==> src/rtl/frontend_fetch_ctrl.sv <==
// frontend_fetch_ctrl: single-outstanding I$ fetch sequencer feeding the instruction queue.
// Optional replay throttling is enabled by defining FETCH_CTRL_REPLAY_THROTTLE_EN.
module frontend_fetch_ctrl #(
  parameter logic [63:0] BOOT_ADDR    = 64'h0000_0000_0001_0000,
  parameter int unsigned FETCH_BYTES  = 8,
  parameter int unsigned REPLAY_LIMIT = 4
) (
  input  logic        clk_i,
  input  logic        rst_ni,
  input  logic        flush_i,
  input  logic [63:0] redirect_addr_i,
  input  logic        halt_i,
  output logic        req_o,
  output logic [63:0] vaddr_o,
  input  logic        gnt_i,
  input  logic        rsp_valid_i,
  input  logic [63:0] rsp_data_i,
  output logic        fetch_valid_o,
  output logic [63:0] fetch_data_o,
  output logic [63:0] fetch_addr_o,
  input  logic        predict_taken_i,
  input  logic [63:0] predict_addr_i,
  input  logic        replay_i,
  input  logic [63:0] replay_addr_i,
  input  logic        queue_ready_i
);
  localparam logic [2:0] BOOT  = 3'd0;
  localparam logic [2:0] FETCH = 3'd1;
  localparam logic [2:0] WAIT  = 3'd2;
  localparam logic [2:0] DRAIN = 3'd3;
  localparam logic [2:0] HALT  = 3'd4;
  localparam logic [63:0] BLK  = 64'(FETCH_BYTES);
  logic [2:0]  state_q, state_d;
  logic [63:0] npc_q, npc_d, vaddr_q, seq_addr;
  logic        rsp_fwd, throttle;
  assign req_o         = state_q == FETCH;
  assign vaddr_o       = npc_q;
  assign rsp_fwd       = state_q == WAIT && rsp_valid_i && !flush_i;
  assign fetch_valid_o = rsp_fwd;
  assign fetch_data_o  = rsp_fwd ? rsp_data_i : '0;
  assign fetch_addr_o  = rsp_fwd ? vaddr_q : '0;
  assign seq_addr      = (vaddr_q & ~(BLK - 64'd1)) + BLK;
`ifdef FETCH_CTRL_REPLAY_THROTTLE_EN
  localparam logic [2:0] THROTTLE = 3'd5;
  localparam int CW = $clog2(REPLAY_LIMIT + 1);
  localparam logic [CW-1:0] LIM = CW'(REPLAY_LIMIT);
  logic [CW-1:0] cnt_q, cnt_d;
  always_comb begin
    cnt_d = cnt_q;
    if (flush_i || (state_q == THROTTLE && queue_ready_i)) cnt_d = '0;
    else if (rsp_fwd) cnt_d = !replay_i ? '0 : (cnt_q == LIM) ? cnt_q : cnt_q + 1'b1;
  end
  assign throttle = cnt_d == LIM;
  always_ff @(posedge clk_i or negedge rst_ni)
    if (!rst_ni) cnt_q <= '0;
    else cnt_q <= cnt_d;
`else
  logic unused_ready;
  assign unused_ready = queue_ready_i;
  assign throttle     = 1'b0;
`endif
  always_comb begin
    state_d = state_q;
    case (state_q)
      BOOT:  state_d = FETCH;
      FETCH: state_d = gnt_i ? (flush_i ? DRAIN : WAIT) : (!flush_i && halt_i) ? HALT : FETCH;
      WAIT:  state_d = !rsp_valid_i ? (flush_i ? DRAIN : WAIT) :
                       flush_i ? FETCH : halt_i ? HALT :
`ifdef FETCH_CTRL_REPLAY_THROTTLE_EN
                       throttle ? THROTTLE :
`endif
                       FETCH;
      DRAIN: state_d = rsp_valid_i ? FETCH : DRAIN;
      HALT:  state_d = (flush_i || halt_i) ? HALT : FETCH;
`ifdef FETCH_CTRL_REPLAY_THROTTLE_EN
      THROTTLE: state_d = (flush_i || queue_ready_i) ? FETCH : THROTTLE;
`endif
      default: state_d = BOOT;
    endcase
    npc_d = flush_i ? redirect_addr_i :
            !rsp_fwd ? npc_q :
            replay_i ? replay_addr_i :
            predict_taken_i ? predict_addr_i : seq_addr;
  end
  always_ff @(posedge clk_i or negedge rst_ni)
    if (!rst_ni) begin
      state_q <= BOOT;
      npc_q   <= BOOT_ADDR;
      vaddr_q <= '0;
    end else begin
      state_q <= state_d;
      npc_q   <= npc_d;
      if (state_q == FETCH && gnt_i) vaddr_q <= npc_q;
    end
endmodule

==> config.mk <==
export PLATFORM = sky130hd
export DESIGN_NAME = frontend_fetch_ctrl
export DESIGN_NICKNAME = d
export VERILOG_FILES = /design/src/rtl/frontend_fetch_ctrl.sv
export SDC_FILE = /design/constraint.sdc
export NUM_CORES = 1
export LEC_CHECK = 0
export ABC_AREA = 1
export BUFFER_PORTS_ARGS = -buffer_cell sky130_fd_sc_hd__buf_4
export CAP_MARGIN = 40
export CORE_AREA = 4 4 178 180
export DETAILED_ROUTE_END_ITERATION = 16
export DIE_AREA = 0 0 182 184
export PLACE_DENSITY_LB_ADDON = 0.12
export REMOVE_ABC_BUFFERS = 1
export SKIP_CTS_REPAIR_TIMING = 1
export SYNTH_ARGS = -nofsm -noshare
export SYNTH_HDL_FRONTEND = slang
export SYNTH_SLANG_ARGS = --single-unit
==> constraint.sdc <==
create_clock -name clk_i -period 1.6 [get_ports clk_i]
set_clock_uncertainty 0.05 [all_clocks]
set_input_delay 0.16 -clock clk_i [delete_from_list [all_inputs] [get_ports clk_i]]
set_output_delay 0.16 -clock clk_i [all_outputs]
set_load 0.005 [all_outputs]
Yosys cells after proc, flatten, opt, wreduce, memory -nomap -nowiden

Cells that the tools add are included.

Word-level logic and storage cells: 31
Input bits: 265
Bits in registers: 131

Equal/unequal tests: 4
Reduce and logical (&&, ||, !) cells: 8
Muxes and demuxes: 15
Add/sub/neg operators: 1

Operator list:

| cell                                                             | number |
|---|---|
| 64-bit two-way mux                                               | 6 |
| 64-bit by 4-bit adder with 64-bit output (second input constant) | 1 |
| 3-bit two-way mux                                                | 6 |
| 3-bit one-hot mux with 5 select lines                            | 1 |
| 3-bit by 2-bit == test with 1-bit output (second input constant) | 2 |
| 1-bit logical AND                                                | 4 |
| 3-bit by 1-bit == test with 1-bit output (second input constant) | 1 |
| 3-bit == test (second input constant)                            | 1 |
| 3-bit zero test                                                  | 1 |
| 2-bit two-way mux                                                | 1 |
| 2-bit nonzero test                                               | 1 |
| 1-bit zero test                                                  | 1 |
| 1-bit logical OR                                                 | 1 |
| 1-bit two-way mux                                                | 1 |

Longest topological paths before layout

Word-level depth: 5
Depth in mapped cells: 13

Worst setup path before layout

No wires, ideal clock.

Path kind: register -> register
Start point: register vaddr_q[3]
End point: register npc_q[43] (netlist: vaddr_o[43])
Data arrival time: 1,479 ps
Stages on the path, launching flop included: 13
Library setup time: 116 ps
Required time: 1,434 ps
Setup slack: -46 ps
Path through: dfrtp_1 ha_1 nand2_2 nor2_8 nand2_4 nor2_4 nand3b_2 nand2_1 nand2_1 o21ai_1 nand2_1 nand2_1 nand2_1

Longest elaborated chain between the ends: 5

RTL lines:

| item                                     | line | source |
|---|---|---|
| start: declaration                       | 34   | `logic [63:0] npc_q, npc_d, vaddr_q, seq_addr;` |
| start signal: assignment                 | 93   | `if (state_q == FETCH && gnt_i) vaddr_q <= npc_q;` |
| 64-bit by 4-bit adder with 64-bit output | 42   | `assign seq_addr = (vaddr_q & ~(BLK - 64'd1)) + BLK;` |
| 64-bit two-way mux                       | 83   | `predict_taken_i ? predict_addr_i : seq_addr;` |
| 64-bit two-way mux                       | 82   | `replay_i ? replay_addr_i :` |
| 64-bit two-way mux                       | 81   | `!rsp_fwd ? npc_q :` |
| 64-bit two-way mux                       | 80   | `npc_d = flush_i ? redirect_addr_i :` |
| end signal: assignment                   | 92   | `npc_q <= npc_d;` |
| end: declaration                         | 34   |  |

Every way passes these cells. The select of a mux whose other input is x is not followed.
A chain may end at the register's enable or synchronous reset.

Final worst setup path

Start point: register state_q[0]
End point: output fetch_addr_o[4]

Longest elaborated chain between the ends: 4

RTL lines:

| item                                     | line | source |
|---|---|---|
| start: declaration                       | 33   | `logic [2:0] state_q, state_d;` |
| start signal: assignment                 | 91   | `state_q <= state_d;` |
| 3-bit by 2-bit == test with 1-bit output | 38   | `assign rsp_fwd = state_q == WAIT && rsp_valid_i && !flush_i;` |
| 1-bit logical AND (2 in series)          | 38   |  |
| 64-bit two-way mux                       | 41   | `assign fetch_addr_o = rsp_fwd ? vaddr_q : '0;` |
| end: declaration                         | 20   | `output logic [63:0] fetch_addr_o,` |

Every way passes these cells.

==> run_results.csv <==
group,metric,value,unit
run_status,status,"complete, but fails checks",
run_status,violations,"negative hold slack, negative setup slack",
hold_path,min_path_type,"in -> reg",
sta,max_clock_freq,0.484,GHz
sta,fin_tns_setup,-64.29,ns
pwr,switchingPower,7.96,mW
sta,finalSetupViolCount,223,
critical_path,path_class,"reg -> out",
critical_path,crit_path_max_incr_delay,0.38,ns
route,wirelength,48000,um
global_route,antenna_found_initial,3,
global_route,grt_pass1_vias,12007,
yosys,async_reset_ff_share,100,%
floorplan,pin_count,459,
yosys,synth_edf_count,0,
critical_path,regToRegSetupSlack,-0.31,ns
sta,drv_slew,0,
yosys,ys_ff_latch,131,
finish,layout_commonest_cell,"buf_4",
sta,grt_setup_unrepaired,"true",
floorplan,die_w,182,um
job,cap_viol_max_count,0,
sta,relSlewSlack,67.7,%
cts,path_clk_slew,0.07,ns
route,via_per_inst,4.84,
yosys,ys_seq_area_share,34.5,%
finish,nets,2451,
global_route,grt_overflow,0,
sta,holdWs,-0.0282,ns
sta,fin_crit,2.06,ns
pwr,p_int,10.7,mW
pwr,p_comb_share,48.0,%
yosys,ys_types,35,
hold_path,hold_path_depth,3,
yosys,syn_avg_cell_area,6.07,um2
pwr,vdd_drop_max,625,uV
route,dr_total_vias,12566,
critical_path,r2r_start,"vaddr_q[3]",
global_route,grtUsageTotal,26.7,%
finish,final_util,54.1,%
hold_path,worstHoldEndpoint,"vaddr_o[2]",
pwr,p_leak,8.78,nW
floorplan,core,30200,um2
floorplan,die_area,33500,um2
critical_path,crit_slowest_cell,"dfrtp_1",
cts,htreeDepth,4,
route,drcViolationCount,0,
critical_path,cp_data_required_time,1.39,ns
sta,finalCritPeriodShare,129,%
placed_design,io_buffers,457,
cts,cts_inserted_buffers,17,
critical_path,crit_arrival,1.85,ns
critical_path,r2r_cells,12,
critical_path,crit_chain,"inv_2, nand4_1, buf_6, nor2_4, inv_8, buf_12, nor2_1, buf_4",
floorplan,dieHeight,184,um
critical_path,r2r_end,"vaddr_o[45]",
yosys,yosys.area.top_type,"dfrtp_1",
critical_path,path_buf_inv,5,
route,first_iter_violations,630,
global_route,grt_pass1_wl,69400,um
placed_design,gp_congestion,0.905,
yosys,syn_area,9520,um2
critical_path,critical-path-top-delay-family,"buffers and inverters",
route,ant_nets,0,
finish,layout_common_cells,"579 x buf_4, 362 x nand2_1, 313 x nor2_1, 199 x inv_1, 122 x dfrtp_1",
cts,cts_root_buf,"clkbuf_16",
yosys,synth_warnings,0,
cts,clock_latency,0.44,ns
cts,cts.sinks,131,
pwr,clockPowerShare,21.5,%
route,dr.pass1.iters,5,
critical_path,cp-end-kind,"output port",
floorplan,initial_core_util,31.5,%
pwr,switching_share,42.7,%
sta,worstMarginPinSlew,0.484,ns
sta,final_hold_viol_count,27,
yosys,synthCells,1569,
yosys,netlist.area_leader.share,34.2,%
pwr,power_density,1140,nW/um2
placed_design,place_hpwl,37300,um
pwr,seqPwrFrac,30.5,%
yosys,synth.area.top_cells,"dfrtp_1 34%, nor2_1 15%, nand2_1 15%, inv_1 7.9%, a21oi_1 6.4%",
cts,cts-root-to-sink-buffers,2,
cts,cts_tree,"yes",
finish,drive_above_1_share,36.1,%
global_route,grt_max_degree,65,
yosys,synthFlopType,"dfrtp_1",
finish,fill_cells,3042,
route,wire_per_inst,18.5,um
critical_path,critPathMaxFanout,24,
sta,setup_slack,-0.465,ns
hold_path,min_from,"predict_addr_i[2]",
floorplan,rows,64,
critical_path,critPathLaunchType,"flop",
finish,syn_to_final_growth,71.5,%
==> Yosys cell counts, types with 16 or more instances <==
| master | instances |
|---|---|
| dfrtp_1 | 130 |
| nor2_1 | 380 |
| buf_2 | 16 |
| o21ai_1 | 17 |
| clkbuf_1 | 58 |
| nand4_1 | 16 |
| nand2_1 | 376 |
| inv_1 | 200 |
| nand3_1 | 74 |
| o21ai_0 | 48 |
| o22ai_1 | 25 |
| a21oi_1 | 121 |
| xor2_1 | 17 |
| o211ai_1 | 24 |
==> power by group through the flow <==
stage	clock, mW	sequential, mW	combinational (mW)
after floorplan	0	5.28	3.85
after CTS	4.06	5.61	8.21
after detailed placement	0	5.65	8.17
after global routing	4.21	5.81	9.92
final	4.01	5.69	8.95
after global placement	0	5.65	8.09
==> per-layer routing <==
metal	wire [um]	global-route usage, %	up-vias
met5	0	0	-
met4	1150	8.26	0
met3	3030	5.30	53
met2	24300	47.5	425
met1	19500	32.6	5934
li1	-	-	6154
==> worst max-delay path by stage <==
stage | start | endpoint | slack, ns | depth (start not counted)
2_1_floorplan | state_q[0] | vaddr_o[34] | -1.57 | 7
3_3_place_gp | vaddr_q[18] | vaddr_o[60] | -0.27 | 11
3_5_place_dp | vaddr_q[18] | vaddr_o[60] | -0.32 | 11
4_1_cts | state_q[2] | fetch_data_o[54] | -0.50 | 8
5_1_grt | state_q[0] | fetch_data_o[15] | -0.55 | 8
6_report | state_q[0] | fetch_addr_o[4] | -0.46 | 8
==> area by class of cell <==
cell class	count	area [um2]	area share, %
inverters	213	813	4.98
flip-flops and latches	131	3290	20.2
clock inverters	14	144	0.881
well taps	396	495	3.04
repair buffers	673	5610	34.3
diodes	4	10.0	0.0613
multi-input cells	1149	5530	33.9
clock buffers	18	439	2.69
==> worst min-delay path, cell delays in order <==
cell	delay, ns
buf_4	0.11
nand3_1	0.07
a31oi_1	0.07
==> state kept, by name (all words and copies together), names as in the netlist <==
name,flops
vaddr_q,64
vaddr_o,64
state_q,3
==> cells by family after synthesis <==
group / after synthesis / synth area share (%)
DFF: 131 / 34.5
AOI/OAI and AO/OA: 253 / 14.6
buffers and inverters: 289 / 11.6
xor gates and xnor gates: 17 / 1.56
and+or+nand+nor: 878 / 37.6
adders and majority gates: 1 / 0.131
==> per-stage QoR <==
stage | hold slack [ns] | setup slack [ns] | total power, mW | area, um2 | std cells
global placement | 0.0917 | -0.266 | 13.7 | 14600 | 2493
CTS | -0.373 | -0.500 | 17.9 | 15100 | 2525
detailed placement | 0.0923 | -0.321 | 13.8 | 14600 | 2493
floorplan | -0.186 | -1.57 | 9.13 | 9210 | 1493
finish | -0.0282 | -0.465 | 18.6 | 16300 | 2598
global route | -0.0137 | -0.551 | 19.9 | 16300 | 2597
No activity file was read; power rests on OpenSTA's default activity.
